### config.mk
export PLATFORM = sky130hd
export DESIGN_NAME = operand_encoder
export DESIGN_NICKNAME = d
export VERILOG_FILES = /design/src/rtl/operand_encoder_pkg.sv /design/src/rtl/sparc_fmt_pack.sv /design/src/rtl/operand_encoder.sv
export SDC_FILE = /design/constraint.sdc
export NUM_CORES = 1
export LEC_CHECK = 0
export ABC_AREA = 1
export ABC_CLOCK_PERIOD_IN_PS = 2100
export BUFFER_PORTS_ARGS = -buffer_cell sky130_fd_sc_hd__clkbuf_2
export CAP_MARGIN = 20
export CORE_MARGIN = 10
export CORE_UTILIZATION = 30
export CTS_BUF_LIST = sky130_fd_sc_hd__clkbuf_16
export CTS_CLUSTER_SIZE = 30
export DETAILED_ROUTE_END_ITERATION = 8
export GPL_TIMING_DRIVEN = 0
export PLACE_DENSITY_LB_ADDON = 0.1
export SETUP_SLACK_MARGIN = 0.1
export SYNTH_ARGS = -nofsm -noshare
export SYNTH_HDL_FRONTEND = slang
export SYNTH_HIERARCHICAL = 1
export SYNTH_SLANG_ARGS = --single-unit
### constraint.sdc
create_clock -name clk -period 2.1 [get_ports clk]
set_input_delay 0.21 -clock clk [delete_from_list [all_inputs] [get_ports clk]]
set_output_delay 0.21 -clock clk [all_outputs]
set_load 0.03 [all_outputs]
### src/rtl/operand_encoder_pkg.sv
// Shared SPARC field constants, widths and FSM state encoding for the operand encoder.
package operand_encoder_pkg;

  localparam int unsigned WORD_W   = 32;
  localparam int unsigned REG_W    = 5;
  localparam int unsigned IMM22_W  = 22;
  localparam int unsigned SIMM13_W = 13;

  localparam logic [1:0] OP_FMT2   = 2'b00;
  localparam logic [1:0] OP_FMT3   = 2'b10;
  localparam logic [2:0] OP2_SETHI = 3'b100;
  localparam logic [5:0] OP3_OR    = 6'b000010;

  typedef enum logic [1:0] {
    IDLE       = 2'd0,
    EMIT_SETHI = 2'd1,
    EMIT_OR    = 2'd2
  } state_e;

endpackage

### src/rtl/sparc_fmt_pack.sv
// Combinational SPARC word formatter: builds SETHI and OR-immediate words from their fields.
module sparc_fmt_pack
  import operand_encoder_pkg::*;
(
  input  logic [REG_W-1:0]    rd_i,
  input  logic [REG_W-1:0]    rs1_i,
  input  logic [IMM22_W-1:0]  imm22_i,
  input  logic [SIMM13_W-1:0] simm13_i,
  output logic [WORD_W-1:0]   sethi_word_o,
  output logic [WORD_W-1:0]   or_word_o
);

  assign sethi_word_o = {OP_FMT2, rd_i, OP2_SETHI, imm22_i};
  assign or_word_o    = {OP_FMT3, rd_i, OP3_OR, rs1_i, 1'b1, simm13_i};

endmodule

### src/rtl/operand_encoder.sv
// Materializes a 32-bit constant into a SETHI / OR-immediate sequence with valid/ready handshakes.
// Optional macro OPERAND_ENC_SIMM13_EN: constants fitting simm13 are emitted as a single OR %g0 word.
module operand_encoder
  import operand_encoder_pkg::*;
#(
  parameter bit ZERO_RD_DROP = 1'b0
) (
  input  logic              clk,
  input  logic              reset,
  input  logic              in_valid,
  output logic              in_ready,
  input  logic [WORD_W-1:0] in_value,
  input  logic [REG_W-1:0]  in_rd,
  output logic              out_valid,
  input  logic              out_ready,
  output logic [WORD_W-1:0] out_instr,
  output logic              out_last,
  output logic              busy
);

  state_e              state_q;
  logic [WORD_W-1:0]   value_q;
  logic [REG_W-1:0]    rd_q;
  logic                out_valid_q;
  logic [WORD_W-1:0]   out_instr_q;
  logic                out_last_q;
  logic                busy_q;

  logic                idle;
  logic [WORD_W-1:0]   src_value;
  logic [REG_W-1:0]    src_rd;
  logic [REG_W-1:0]    fmt_rs1;
  logic [SIMM13_W-1:0] fmt_simm13;
  logic [WORD_W-1:0]   sethi_word;
  logic [WORD_W-1:0]   or_word;
  logic                simm13_fit;

  assign idle     = (state_q == IDLE);
  assign in_ready = idle && !reset;

  // In IDLE the first word is built straight from the request; later words use the captured copy.
  assign src_value  = idle ? in_value : value_q;
  assign src_rd     = idle ? in_rd    : rd_q;
  assign fmt_rs1    = idle ? REG_W'(0) : rd_q;
  assign fmt_simm13 = idle ? src_value[SIMM13_W-1:0]
                           : {3'b000, src_value[9:0]};

`ifdef OPERAND_ENC_SIMM13_EN
  assign simm13_fit = (in_value[31:12] == 20'h00000) || (&in_value[31:12]);
`else
  assign simm13_fit = 1'b0;
`endif

  sparc_fmt_pack u_fmt (
    .rd_i         (src_rd),
    .rs1_i        (fmt_rs1),
    .imm22_i      (src_value[31:10]),
    .simm13_i     (fmt_simm13),
    .sethi_word_o (sethi_word),
    .or_word_o    (or_word)
  );

  always_ff @(posedge clk) begin
    if (reset) begin
      state_q     <= IDLE;
      value_q     <= '0;
      rd_q        <= '0;
      out_valid_q <= 1'b0;
      out_instr_q <= '0;
      out_last_q  <= 1'b0;
      busy_q      <= 1'b0;
    end else begin
      case (state_q)
        IDLE: begin
          if (in_valid) begin
            value_q <= in_value;
            rd_q    <= in_rd;
            if (ZERO_RD_DROP && (in_rd == REG_W'(0))) begin
              state_q <= IDLE;
            end else if (simm13_fit) begin
              state_q     <= EMIT_OR;
              out_valid_q <= 1'b1;
              out_instr_q <= or_word;
              out_last_q  <= 1'b1;
              busy_q      <= 1'b1;
            end else begin
              state_q     <= EMIT_SETHI;
              out_valid_q <= 1'b1;
              out_instr_q <= sethi_word;
              out_last_q  <= (in_value[9:0] == 10'd0);
              busy_q      <= 1'b1;
            end
          end
        end
        EMIT_SETHI: begin
          if (out_ready) begin
            if (out_last_q) begin
              state_q     <= IDLE;
              out_valid_q <= 1'b0;
              out_last_q  <= 1'b0;
              busy_q      <= 1'b0;
            end else begin
              state_q     <= EMIT_OR;
              out_instr_q <= or_word;
              out_last_q  <= 1'b1;
            end
          end
        end
        EMIT_OR: begin
          if (out_ready) begin
            state_q     <= IDLE;
            out_valid_q <= 1'b0;
            out_last_q  <= 1'b0;
            busy_q      <= 1'b0;
          end
        end
        default: begin
          state_q     <= IDLE;
          out_valid_q <= 1'b0;
          out_last_q  <= 1'b0;
          busy_q      <= 1'b0;
        end
      endcase
    end
  end

  assign out_valid = out_valid_q;
  assign out_instr = out_instr_q;
  assign out_last  = out_last_q;
  assign busy      = busy_q;

endmodule
==> results.cfg <==
[cells_and_area]
fillCellCount = 1503
drive_above_1_share_pct = 26.8
mostFrequentLayoutCells = 144 x nand2_1, 76 x inv_1, 76 x clkbuf_2
area_growth_pct = 23.5
final_common_cell = nand2_1
diodes = 0
final_nets = 740
fin_cells = 880

[route]
wirelength_mm = 11.3
vias = 3774
drtIter0Drc = 212
drtAntennaViolNets = 0
routed_via_density = 4.29
wl_per_cell_um = 12.8
drc = 0
drt_pre_antenna_iters = 4

[cts]
cts_made_buffers = 9
cts.sinks = 73
cts_max_path_buffers = 2
cts_setup_buffers = 0
clk_root_buffer_cell = clkbuf_16
cts_tree = done
cts.clk_slew.worst_paths_ns = 0.06
hold_buffers = 0
cts_resized = 0
htreeDepth = 3
clk_latency_ns = 0.35

[critical_path]
worstPathRequired_ns = 1.89
path_cells = nor2_4 > clkbuf_4 > inv_1 > nor2_1 > clkbuf_2
cp_max_fo = 10
critPathMaxStageDelay_ns = 0.40
cp_top_family = buffers and inverters
worst-setup-path-type = reg -> out
crit_path_start_kind = flop
cp_num_buf_inv = 3
worst_path_max_delay_cell = dfxtp_1
end_kind = output pin
cp.arrival_ns = 1.70

[sta]
hold_slack_ns = 0.149
finalHoldViolations = 0
fmax_mhz = 524
skew_ns = 0.00916
fin_setup_tns_ns = 0
period_share_pct = 90.9
setup_viol = 0
report.final.slew_viol_count = 0
rsz0062_at_grt = true
worst_pin_slew_ns = 0.540
setup_slack_ns = 0.191
period_minus_slack_ns = 1.91
slew_headroom_pct = 64.0

[yosys]
yosysWarnings = 6
seq_area_frac_synth_pct = 36.5
avgSynthCellArea_um2 = 6.67
ys_ff_latch = 73
netlist_area_um2 = 4000
synthDistinctLibCells = 22
syn_inst = 600

[place]
dp_hpwl_mm = 8.77
portBuffers = 76
dp_cells = 864
place_congestion = 0.769
post-place-ws_ns = 0.171

[global_routing]
grt_antenna_before_repair = 0
grt_pass1_wl_mm = 18.3
grt.total_usage_pct = 12.6
overflow = 0
grt_start_max_net_pins = 13
grt_pass1_vias = 3664

[job]
maxCapViolCount = 0

[floorplan]
io_pins = 77
core_area_um2 = 13100
fp.dieArea_um2 = 18400
initial_utilization_pct = 30.5
rows = 42
die_h_um = 136
die_w_um = 136

[power]
design_power_total_mw = 4.26
p_leak_nw = 2.49
ir_drop_v = 0.000289
power_density_nw_per_um2 = 861

[status]
status = finished clean

[min_path]
hold_path_class = in -> reg
## synth_stat cells
cell type | number | area share, %
nand3_1 | 5 | 0.62
buf_1 | 1 | 0.094
a21oi_1 | 69 | 8.6
clkbuf_1 | 11 | 1.0
nand4_1 | 1 | 0.16
a211oi_2 | 1 | 0.31
inv_1 | 75 | 7.0
nor2_1 | 15 | 1.4
inv_2 | 3 | 0.28
buf_2 | 15 | 1.9
nor3_1 | 1 | 0.12
conb_1 | 2 | 0.19
dfxtp_1 | 73 | 36
nor2_2 | 1 | 0.16
nand3_2 | 2 | 0.50
o21ai_1 | 51 | 6.4
nor2_4 | 2 | 0.56
nand2_2 | 2 | 0.31
o21ai_0 | 52 | 6.5
nand2_1 | 144 | 14
buf_4 | 73 | 14
or2_2 | 1 | 0.16
## state kept, by name, indices dropped and copies added (netlist names)
signal	flops
out_last	1
busy	1
value_q	32
out_instr	32
state_q	2
rd_q	5
## layout make-up
class	instances	area [µm²]	share of cell area (%)
multi-input combinational	361	1630	32.9
sequential	73	1460	29.6
buffer	100	676	13.7
timing repair buffer	76	380	7.69
inverter	78	293	5.92
clock buffer	9	225	4.55
tap	176	220	4.45
clock inverter	7	62.6	1.27
## cells by family (layout without fill, tap and decap cells)
group	after synthesis	in the layout	synth area share, %
buf+inv	178	270	24.0
simple gates	174	174	17.5
other cells	2	14	0.188
flops	73	73	36.5
compound gates	173	173	21.8
## report_power, final
group,total [mW],switching (mW),leakage [nW],internal (mW)
Sequential,1.60,0.0621,0.606,1.54
Clock,1.51,0.603,0.142,0.907
Combinational,1.15,0.705,1.74,0.441
## final timing paths
check | start | to | slack [ns] | cells past startpoint
setup / recovery | state_q[1] | in_ready | 0.19 | 5
hold / removal | in_value[13] | value_q[13] | 0.15 | 3
hold reg to reg | out_instr[16] | out_instr[16] | 0.44 | 2
setup reg to reg | state_q[1] | out_instr[28] | 0.23 | 10
## worst register-to-register path: stages (launching register included)
cell and delay, ns:
dfxtp_1 0.40, nor2_4 0.25, clkbuf_4 0.27, clkbuf_4 0.23, nand2_1 0.07, o21ai_1 0.14
buf_4 0.15, nand2_1 0.04, nand2_1 0.07, o21ai_1 0.06, a21oi_1 0.13
## metal layers
| metal | up-vias | share of wire, % | GRT usage, % |
|---|---|---|---|
| met2 | 83 | 46 | 20.3 |
| met4 | 0 | 2.1 | 5.38 |
| met1 | 1667 | 47 | 15.6 |
| met5 | - | 0 | 0 |
| li1 | 2009 | - | - |
| met3 | 15 | 5.5 | 3.26 |
## metrics by stage
| step | utilization, % | area, µm² |
|---|---|---|
| after detailed placement | 35.4 | 4650 |
| final | 37.6 | 4940 |
| after global routing | 37.6 | 4940 |
| after floorplan | - | 4050 |
| after CTS | 37.6 | 4940 |
| after global placement | 35.4 | 4650 |
(Power assumes the default switching activity.)
